`src/rtl/lcd_bus_arbiter.sv`:
```
// Write-only 8-bit LCD bus controller: runs the power-on init command sequence,
// then grants two write requesters round-robin and times each SETUP/EN/execution phase.
module lcd_bus_arbiter #(
  parameter int POR_CYC     = 2000000,
  parameter int SETUP_CYC   = 4,
  parameter int EN_HIGH_CYC = 25,
  parameter int EN_LOW_CYC  = 2500,
  parameter int CLR_CYC     = 100000
) (
  input  logic       clk,
  input  logic       reset_n,
  input  logic       req0,
  input  logic       req1,
  input  logic       rs0,
  input  logic       rs1,
  input  logic [7:0] data0,
  input  logic [7:0] data1,
  output logic       ack0,
  output logic       ack1,
  output logic       lcd_en,
  output logic       lcd_on,
  output logic       lcd_rs,
  output logic       lcd_rw,
  output logic [7:0] lcd_data,
  output logic       init_done,
  output logic       busy
);

  localparam int MAX_A   = (POR_CYC > CLR_CYC) ? POR_CYC : CLR_CYC;
  localparam int MAX_B   = (EN_LOW_CYC > EN_HIGH_CYC) ? EN_LOW_CYC : EN_HIGH_CYC;
  localparam int MAX_C   = (MAX_B > SETUP_CYC) ? MAX_B : SETUP_CYC;
  localparam int MAX_CYC = (MAX_A > MAX_C) ? MAX_A : MAX_C;
  localparam int CW      = $clog2(MAX_CYC + 1);

  localparam logic [CW-1:0] POR_LAST   = CW'(POR_CYC - 1);
  localparam logic [CW-1:0] SETUP_LAST = CW'(SETUP_CYC - 1);
  localparam logic [CW-1:0] HIGH_LAST  = CW'(EN_HIGH_CYC - 1);
  localparam logic [CW-1:0] LOW_LAST   = CW'(EN_LOW_CYC - 1);
  localparam logic [CW-1:0] CLR_LAST   = CW'(CLR_CYC - 1);
  localparam logic [2:0]    LAST_INIT  = 3'd4;

  typedef enum logic [2:0] {
    POR_WAIT,
    INIT,
    IDLE,
    SETUP,
    EN_HI,
    EN_LO
  } state_t;

  function automatic logic [7:0] init_cmd(input logic [2:0] idx);
    case (idx)
      3'd0:    return 8'h38;
      3'd1:    return 8'h0C;
      3'd2:    return 8'h06;
      3'd3:    return 8'h01;
      default: return 8'h80;
    endcase
  endfunction

  state_t        state_q, state_d;
  logic [CW-1:0] cnt_q, cnt_d;
  logic [2:0]    idx_q, idx_d;
  logic          gnt_q, gnt_d;
  logic          last_q, last_d;
  logic          rs_q, rs_d;
  logic [7:0]    data_q, data_d;
  logic          init_done_q, init_done_d;

  logic          is_clr;
  logic [CW-1:0] lo_last;
  logic          lo_end;
  logic          pick;

  // Clear/home commands need the long execution wait before the next write.
  assign is_clr  = !rs_q && (data_q == 8'h01 || data_q == 8'h02);
  assign lo_last = is_clr ? CLR_LAST : LOW_LAST;
  assign lo_end  = (state_q == EN_LO) && (cnt_q == lo_last);
  assign pick    = req1 && (!req0 || !last_q);

  always_comb begin
    state_d     = state_q;
    cnt_d       = cnt_q + CW'(1);
    idx_d       = idx_q;
    gnt_d       = gnt_q;
    last_d      = last_q;
    rs_d        = rs_q;
    data_d      = data_q;
    init_done_d = init_done_q;
    case (state_q)
      POR_WAIT: begin
        if (cnt_q == POR_LAST) begin
          state_d = INIT;
          cnt_d   = '0;
        end
      end
      INIT: begin
        state_d = SETUP;
        cnt_d   = '0;
        idx_d   = '0;
        rs_d    = 1'b0;
        data_d  = init_cmd(3'd0);
      end
      IDLE: begin
        cnt_d = '0;
        if (req0 || req1) begin
          state_d = SETUP;
          gnt_d   = pick;
          last_d  = pick;
          rs_d    = pick ? rs1 : rs0;
          data_d  = pick ? data1 : data0;
        end
      end
      SETUP: begin
        if (cnt_q == SETUP_LAST) begin
          state_d = EN_HI;
          cnt_d   = '0;
        end
      end
      EN_HI: begin
        if (cnt_q == HIGH_LAST) begin
          state_d = EN_LO;
          cnt_d   = '0;
        end
      end
      EN_LO: begin
        if (lo_end) begin
          cnt_d = '0;
          if (init_done_q) begin
            state_d = IDLE;
          end else if (idx_q == LAST_INIT) begin
            state_d     = IDLE;
            init_done_d = 1'b1;
          end else begin
            state_d = SETUP;
            idx_d   = idx_q + 3'd1;
            rs_d    = 1'b0;
            data_d  = init_cmd(idx_q + 3'd1);
          end
        end
      end
      default: begin
        state_d = POR_WAIT;
        cnt_d   = '0;
      end
    endcase
  end

  // last_q resets to 1 so the first contended grant goes to requester 0.
  always_ff @(posedge clk or negedge reset_n) begin
    if (!reset_n) begin
      state_q     <= POR_WAIT;
      cnt_q       <= '0;
      idx_q       <= '0;
      gnt_q       <= 1'b0;
      last_q      <= 1'b1;
      rs_q        <= 1'b0;
      data_q      <= 8'h00;
      init_done_q <= 1'b0;
    end else begin
      state_q     <= state_d;
      cnt_q       <= cnt_d;
      idx_q       <= idx_d;
      gnt_q       <= gnt_d;
      last_q      <= last_d;
      rs_q        <= rs_d;
      data_q      <= data_d;
      init_done_q <= init_done_d;
    end
  end

  assign lcd_en    = (state_q == EN_HI);
  assign lcd_rs    = rs_q;
  assign lcd_data  = data_q;
  assign lcd_on    = 1'b1;
  assign lcd_rw    = 1'b0;
  assign ack0      = lo_end && init_done_q && !gnt_q;
  assign ack1      = lo_end && init_done_q && gnt_q;
  assign init_done = init_done_q;
  assign busy      = (state_q != IDLE);

endmodule

```
`config.mk`:
```
export PLATFORM = sky130hd
export DESIGN_NAME = lcd_bus_arbiter
export DESIGN_NICKNAME = d
export VERILOG_FILES = /design/src/rtl/lcd_bus_arbiter.sv
export SDC_FILE = /design/constraint.sdc
export NUM_CORES = 1
export LEC_CHECK = 0
export CORE_MARGIN = 3
export CORE_UTILIZATION = 44
export DETAILED_ROUTE_END_ITERATION = 8
export PLACE_DENSITY = 0.75
export SETUP_SLACK_MARGIN = 0.15
export SLEW_MARGIN = 5
export SYNTH_ARGS = -nofsm -noshare
export SYNTH_HDL_FRONTEND = slang
export SYNTH_SLANG_ARGS = --single-unit
```
`constraint.sdc`:
```
create_clock -name clk -period 4.9 [get_ports clk]
set_clock_uncertainty 0.2 [all_clocks]
set_input_delay 0.98 -clock clk [delete_from_list [all_inputs] [get_ports clk]]
set_output_delay 0.98 -clock clk [all_outputs]
set_load 0.03 [all_outputs]
```
==> impl_metrics.env, run 1 <==
export IMPL_cp_max_fo=7
export IMPL_syn_num_nets=307
export IMPL_initial_utilization=0.458
export IMPL_critPathLaunchType="flip-flop"
export IMPL_max_freq_ghz=0.236
export IMPL_first_pass_iters=4
export IMPL_yosysTopAreaCellShare=0.373
export IMPL_yosys_area_top_type="dfrtp_1"
export IMPL_layout_drive_gt1_share=0.0974
export IMPL_drt_iter0_drc=137
export IMPL_endpoint_kind="output pin"
export IMPL_wl_met2_um=2780
export IMPL_power_density_nw_per_um2=208
export IMPL_r2r_cells=6
export IMPL_drc=0
export IMPL_postCtsSetupBuffers=0
export IMPL_holdWs_ns=0.289
export IMPL_hp_class="reg -> reg"
export IMPL_ys_flop_type="dfrtp_1"
export IMPL_maxCapViolCount=0
export IMPL_grt_pass1_wl_um=9650
export IMPL_fin_crit_sh=0.866
export IMPL_grt_remaining_overflow=0
export IMPL_utilization=0.545
export IMPL_core_area_um2=5570
export IMPL_wl_met3_um=327
export IMPL_syn_area_per_cell_um2=9.21
export IMPL_power_w=0.000632
export IMPL_port_buffers=35
export IMPL_viasPerCell=5.63
export IMPL_p_leak_nw=1.24
export IMPL_post_dp_hpwl_um=4220
export IMPL_vias=2140
export IMPL_path_clk_slew_ns=0.07
export IMPL_synth_warnings=0
export IMPL_drv_slew=0
export IMPL_timing_rr_start="cnt_q[0]$_DFF_PN0_"
export IMPL_worstPathRequired_ns=3.72
export IMPL_numCtsBuffers=5
export IMPL_synth_common_cells="38 x dfrtp_1, 26 x a21oi_1, 20 x nand2_1, 16 x xnor2_1"
export IMPL_cts_buffer_depth=2
export IMPL_peakVddDrop_mv=0.145
export IMPL_cts_tree="built"
export IMPL_synth_async_reset_ratio=1.00
export IMPL_die_area_um2=6750
export IMPL_antenna_cells=0
export IMPL_status="finished, final reports clean"
export IMPL_grt_pass1_vias=2068
export IMPL_antenna_found_initial=0
export IMPL_setup_viol=0
export IMPL_worstMarginPinSlew_ns=1.11
export IMPL_ant_nets=0
export IMPL_die_w_um=82.2
export IMPL_clk_insertion_delay_late_ns=0.29
export IMPL_fin_tns_setup_ns=0
export IMPL_reg2reg_setup_slack_ns=1.91
export IMPL_synth_most_common_cell="dfrtp_1"
export IMPL_hold_violations=0
export IMPL_drt_wirelength_per_cell_um=15.1
export IMPL_synth_area_um2=2550
export IMPL_gp_congestion=0.841
export IMPL_num_rows=27
export IMPL_highest_layer="met4"
export IMPL_ys_types=53
export IMPL_r2r_end="cnt_q[8]$_DFF_PN0_"
export IMPL_slew_headroom=0.260
export IMPL_m1WireLength_um=2560
export IMPL_hold_depth=1
export IMPL_clkSinkCount=39
export IMPL_yosysSeqAreaShare=0.383
export IMPL_min_from="cnt_q[0]$_DFF_PN0_"
export IMPL_layout_nets=337
export IMPL_track_usage=0.185
export IMPL_die_height_um=82.2
export IMPL_htreeDepth=2
export IMPL_synth_edf_count=0
export IMPL_area_growth_syn_to_layout_pct=18.9
export IMPL_fillers=509
export IMPL_arrival_ns=3.06
export IMPL_pin_count=38
export IMPL_grt_max_degree=40
export IMPL_routed_wl_um=5750
export IMPL_rsz0062_at_grt="false"
export IMPL_syn_instance_count=277
export IMPL_ys_seq_elements=39
export IMPL_synthTopCellsByArea="dfrtp_1 37%, xnor2_1 5.5%, a21oi_1 5.1%, mux2_2 4.4%, ha_1 3.9%"
export IMPL_period_minus_slack_ns=4.24
export IMPL_hold_path_endpoint="cnt_q[0]$_DFF_PN0_"
export IMPL_cts_resized=0
export IMPL_holdBufCountCts=0
export IMPL_root_buffer="clkbuf_8"
export IMPL_critPathKind="reg -> out"
[where the power goes]
| part | leakage, nW | switching [W] | internal, W | total [W] |
|---|---|---|---|---|
| combinational | 0.682 | 0.0000147 | 0.0000179 | 0.0000326 |
| clock | 0.0612 | 0.000113 | 0.000165 | 0.000278 |
| sequential | 0.496 | 0 | 0.000322 | 0.000322 |
[layout by cell type, fill, tap and decap left out, types with 2 or more instances in the layout]
master,Yosys,final
o31ai_1,4,4
conb_1,2,2
clkbuf_8,0,6
xnor2_1,16,16
nor4_1,8,8
and3_1,3,3
inv_1,14,14
o211ai_1,3,3
nor2_1,14,14
o311ai_0,2,2
or3_1,2,2
nor2b_1,2,2
nand3_1,14,14
xor2_1,5,5
nand4_1,2,2
a21boi_1,1,2
a31oi_1,3,3
ha_1,8,8
o21ai_0,14,14
and2_1,2,2
a21oi_1,26,26
clkdlybuf4s50_1,0,34
or2_2,4,4
a21o_1,3,3
mux2_2,10,10
nand4b_1,3,3
dfrtp_1,38,38
nor4b_1,2,2
nor3_1,9,9
nand2_1,20,20
mux2i_1,10,10
and4_1,3,3
[area by class of cell]
| class | instances | area [um^2] | area share |
|---|---|---|---|
| clock buffer | 6 | 82.6 | 0.0272 |
| clock inverter | 2 | 35.0 | 0.0115 |
| inverter | 14 | 52.6 | 0.0173 |
| multi-input combinational | 212 | 1450 | 0.479 |
| sequential | 39 | 977 | 0.322 |
| tap | 72 | 90.1 | 0.0297 |
| timing repair buffer | 35 | 345 | 0.114 |
[stage by stage]
stage	std cells	setup WS [ns]	cell area [um^2]
after floorplan	277	1.16	2550
after global placement	372	1.08	2920
after detailed placement	372	1.01	2920
after CTS	380	0.674	3040
after global routing	380	0.469	3040
final	380	0.657	3040
[worst max path at each step]
| stage | start | to | cells after the start |
|---|---|---|---|
| 3_5_place_dp | cnt_q[0]$_DFF_PN0_ | ack0 | 6 |
| 4_1_cts | cnt_q[0]$_DFF_PN0_ | ack0 | 6 |
| 2_1_floorplan | cnt_q[0]$_DFF_PN0_ | ack0 | 5 |
| 3_3_place_gp | cnt_q[0]$_DFF_PN0_ | ack1 | 6 |
| 6_report | cnt_q[0]$_DFF_PN0_ | ack0 | 6 |
| 5_1_grt | cnt_q[0]$_DFF_PN0_ | ack0 | 6 |
[registers in the layout (all words and copies together), names as in the netlist]
name and count:
cnt_q 21, lcd_data 8, idx_q 3, state_q 3, gnt_q 1, init_done 1, last_q 1, lcd_rs 1
[layer usage]
layer,track usage,vias to the layer above
met2,0.310,46
met5,0,-
met1,0.235,1028
met4,0.0648,0
met3,0.0390,10
li1,-,1056
[cells by family (layout without fill, tap and decap cells)]
group,Yosys count,in the layout,share of synthesized area
XOR/XNOR,21,21,0.0721
buffers and inverters,26,57,0.0480
flip-flops,39,39,0.383
other,2,2,0.00294
multiplexers,20,20,0.0833
AO/OA/AOI/OAI,64,64,0.156
adder cells (fa/ha/maj),8,8,0.0392
AND/OR/NAND/NOR,97,97,0.216
[worst max-delay path, cell delays in order, from the launching register on]
cell             delay (ns)
dfrtp_1                0.39
ha_1                   0.27
or4b_4                 0.51
nor4_4                 0.47
nand2_1                0.20
nor4_1                 0.21
clkdlybuf4s50_1        0.71
Note: power is estimated with default switching activity, not from simulation.
==> run 2: changes to the inputs <==
- CORE_MARGIN: 3 -> 2
==> run 2 against run 1 <==
Net effect:
- design area increased by 0.25%
- utilization increased by 0.47 points
- count of clock-buffer cells in the layout did not move
- maximum frequency rose by 0.71%
- sequential share of layout area down 0.079 points
- critical path depth did not move
- flip-flop and latch count unchanged
- non-clock buffer count up 1
- die area is 4.8% lower
- critical path type unchanged
- highest routed layer unchanged
==> impl_metrics.env, run 2 (same netlist as run 1, synthesis figures left out) <==
export IMPL_initial_utilization=0.461
export IMPL_peakVddDrop_mv=0.128
export IMPL_numCtsBuffers=5
export IMPL_postCtsSetupBuffers=0
export IMPL_max_freq_ghz=0.237
export IMPL_port_buffers=35
export IMPL_cts_tree="built"
export IMPL_die_area_um2=6430
export IMPL_area_growth_syn_to_layout_pct=19.2
export IMPL_die_height_um=80.2
export IMPL_arrival_ns=3.03
export IMPL_first_pass_iters=4
export IMPL_path_clk_slew_ns=0.07
export IMPL_timing_rr_start="cnt_q[0]$_DFF_PN0_"
export IMPL_final_cell_mix="38 x dfrtp_1, 34 x clkdlybuf4s50_1, 26 x a21oi_1"
export IMPL_hp_class="reg -> reg"
export IMPL_die_w_um=80.2
export IMPL_cts_resized=0
export IMPL_viasPerCell=5.66
export IMPL_grt_max_degree=40
export IMPL_antenna_cells=0
export IMPL_p_clk_frac=0.440
export IMPL_hold_violations=0
export IMPL_fin_tns_setup_ns=0
export IMPL_power_density_nw_per_um2=208
export IMPL_fillers=503
export IMPL_rsz0062_at_grt="false"
export IMPL_clk_insertion_delay_late_ns=0.29
export IMPL_ant_nets=0
export IMPL_endpoint_kind="output pin"
export IMPL_fin_crit_sh=0.860
export IMPL_pin_count=38
export IMPL_grt_pass1_wl_um=9270
export IMPL_largest_reg_flops=21
export IMPL_cp_max_fo=7
export IMPL_p_seq_frac=0.508
export IMPL_vias=2156
export IMPL_clkSinkCount=39
export IMPL_critPathKind="reg -> out"
export IMPL_slew_headroom=0.422
export IMPL_min_from="cnt_q[0]$_DFF_PN0_"
export IMPL_routed_wl_um=5450
export IMPL_critPathLaunchType="flip-flop"
export IMPL_track_usage=0.182
export IMPL_layout_drive_gt1_share=0.100
export IMPL_maxCapViolCount=0
export IMPL_grt_remaining_overflow=0
export IMPL_drc=0
export IMPL_cts_buffer_depth=2
export IMPL_p_switching_w=0.000128
export IMPL_worstPathRequired_ns=3.72
export IMPL_mostFrequentLayoutCell="dfrtp_1"
export IMPL_multi_input_area_um2=1450
export IMPL_drt_wirelength_per_cell_um=14.3
export IMPL_antenna_found_initial=0
export IMPL_ff_latch_area_um2=977
export IMPL_power_w=0.000633
export IMPL_status="finished, final reports clean"
export IMPL_sw_frac_of_total=0.203
export IMPL_root_buffer="clkbuf_8"
export IMPL_layout_nets=338
export IMPL_grt_pass1_vias=2063
export IMPL_post_dp_hpwl_um=3970
export IMPL_p_int_w=0.000505
export IMPL_pwr_share_comb=0.052
export IMPL_largest_register="cnt_q"
export IMPL_gp_congestion=0.839
export IMPL_p_leak_nw=1.24
export IMPL_core_area_um2=5540
export IMPL_worstMarginPinSlew_ns=0.867
export IMPL_drt_iter0_drc=86
export IMPL_htreeDepth=2
export IMPL_cp_startpoint="cnt_q[0]$_DFF_PN0_"
export IMPL_holdBufCountCts=0
export IMPL_period_minus_slack_ns=4.21
export IMPL_num_rows=27
export IMPL_drv_slew=0
export IMPL_setup_viol=0
run 2: cell type report:
type                            count  share of cell area
Multi-Input combinational cell    212               0.477
Sequential cell                    39               0.321
Timing Repair Buffer               36               0.116
Tap cell                           72              0.0296
Clock buffer                        6              0.0271
Inverter                           14              0.0173
Clock inverter                      2              0.0115
run 2: routing by layer:
layer,GRT usage,part of all wire,up-vias
li1,-,-,1067
met1,0.226,0.47,1036
met2,0.308,0.47,45
met3,0.0416,0.046,8
met4,0.0678,0.013,0
met5,0,0,-
run 2: stage by stage:
stage / setup slack, ns / hold slack (ns) / util / instance area (um^2) / std cells
after floorplan: 1.16 / 0.248 / - / 2550 / 277
after CTS: 0.692 / 0.296 / 0.549 / 3040 / 381
after detailed placement: 1.03 / 0.284 / 0.528 / 2930 / 373
final: 0.687 / 0.291 / 0.549 / 3040 / 381
after global routing: 0.530 / 0.312 / 0.549 / 3040 / 381
after global placement: 1.08 / 0.263 / 0.528 / 2930 / 373
run 2: path summary, 6_finish.rpt:
path                                      endpoint  slack [ns]  cells past startpoint
setup reg to reg               cnt_q[18]$_DFF_PN0_        1.95                      6
hold reg to reg                 cnt_q[0]$_DFF_PN0_        0.29                      1
max in group asynchronous       cnt_q[2]$_DFF_PN0_        3.36                      1
min in group asynchronous  lcd_data[4]$_DFFE_PN0P_        0.59                      1
hold / removal                  cnt_q[0]$_DFF_PN0_        0.29                      1
setup / recovery                              ack1        0.69                      6
run 2: critical path, stage by stage, from the launching register on:
cell	delay, ns
dfrtp_1	0.40
ha_1	0.26
or4b_4	0.51
nor4_4	0.45
nand2_1	0.19
nor4_1	0.22
clkdlybuf4s50_1	0.72
run 2: power by group through the flow:
stage | clock network, W | registers [W] | logic (W)
3_3_place_gp | 0 | 0.000328 | 0.0000329
2_1_floorplan | 0 | 0.000328 | 0.00000954
6_report | 0.000279 | 0.000322 | 0.0000328
5_1_grt | 0.000300 | 0.000322 | 0.0000362
4_1_cts | 0.000286 | 0.000322 | 0.0000335
3_5_place_dp | 0 | 0.000328 | 0.0000333
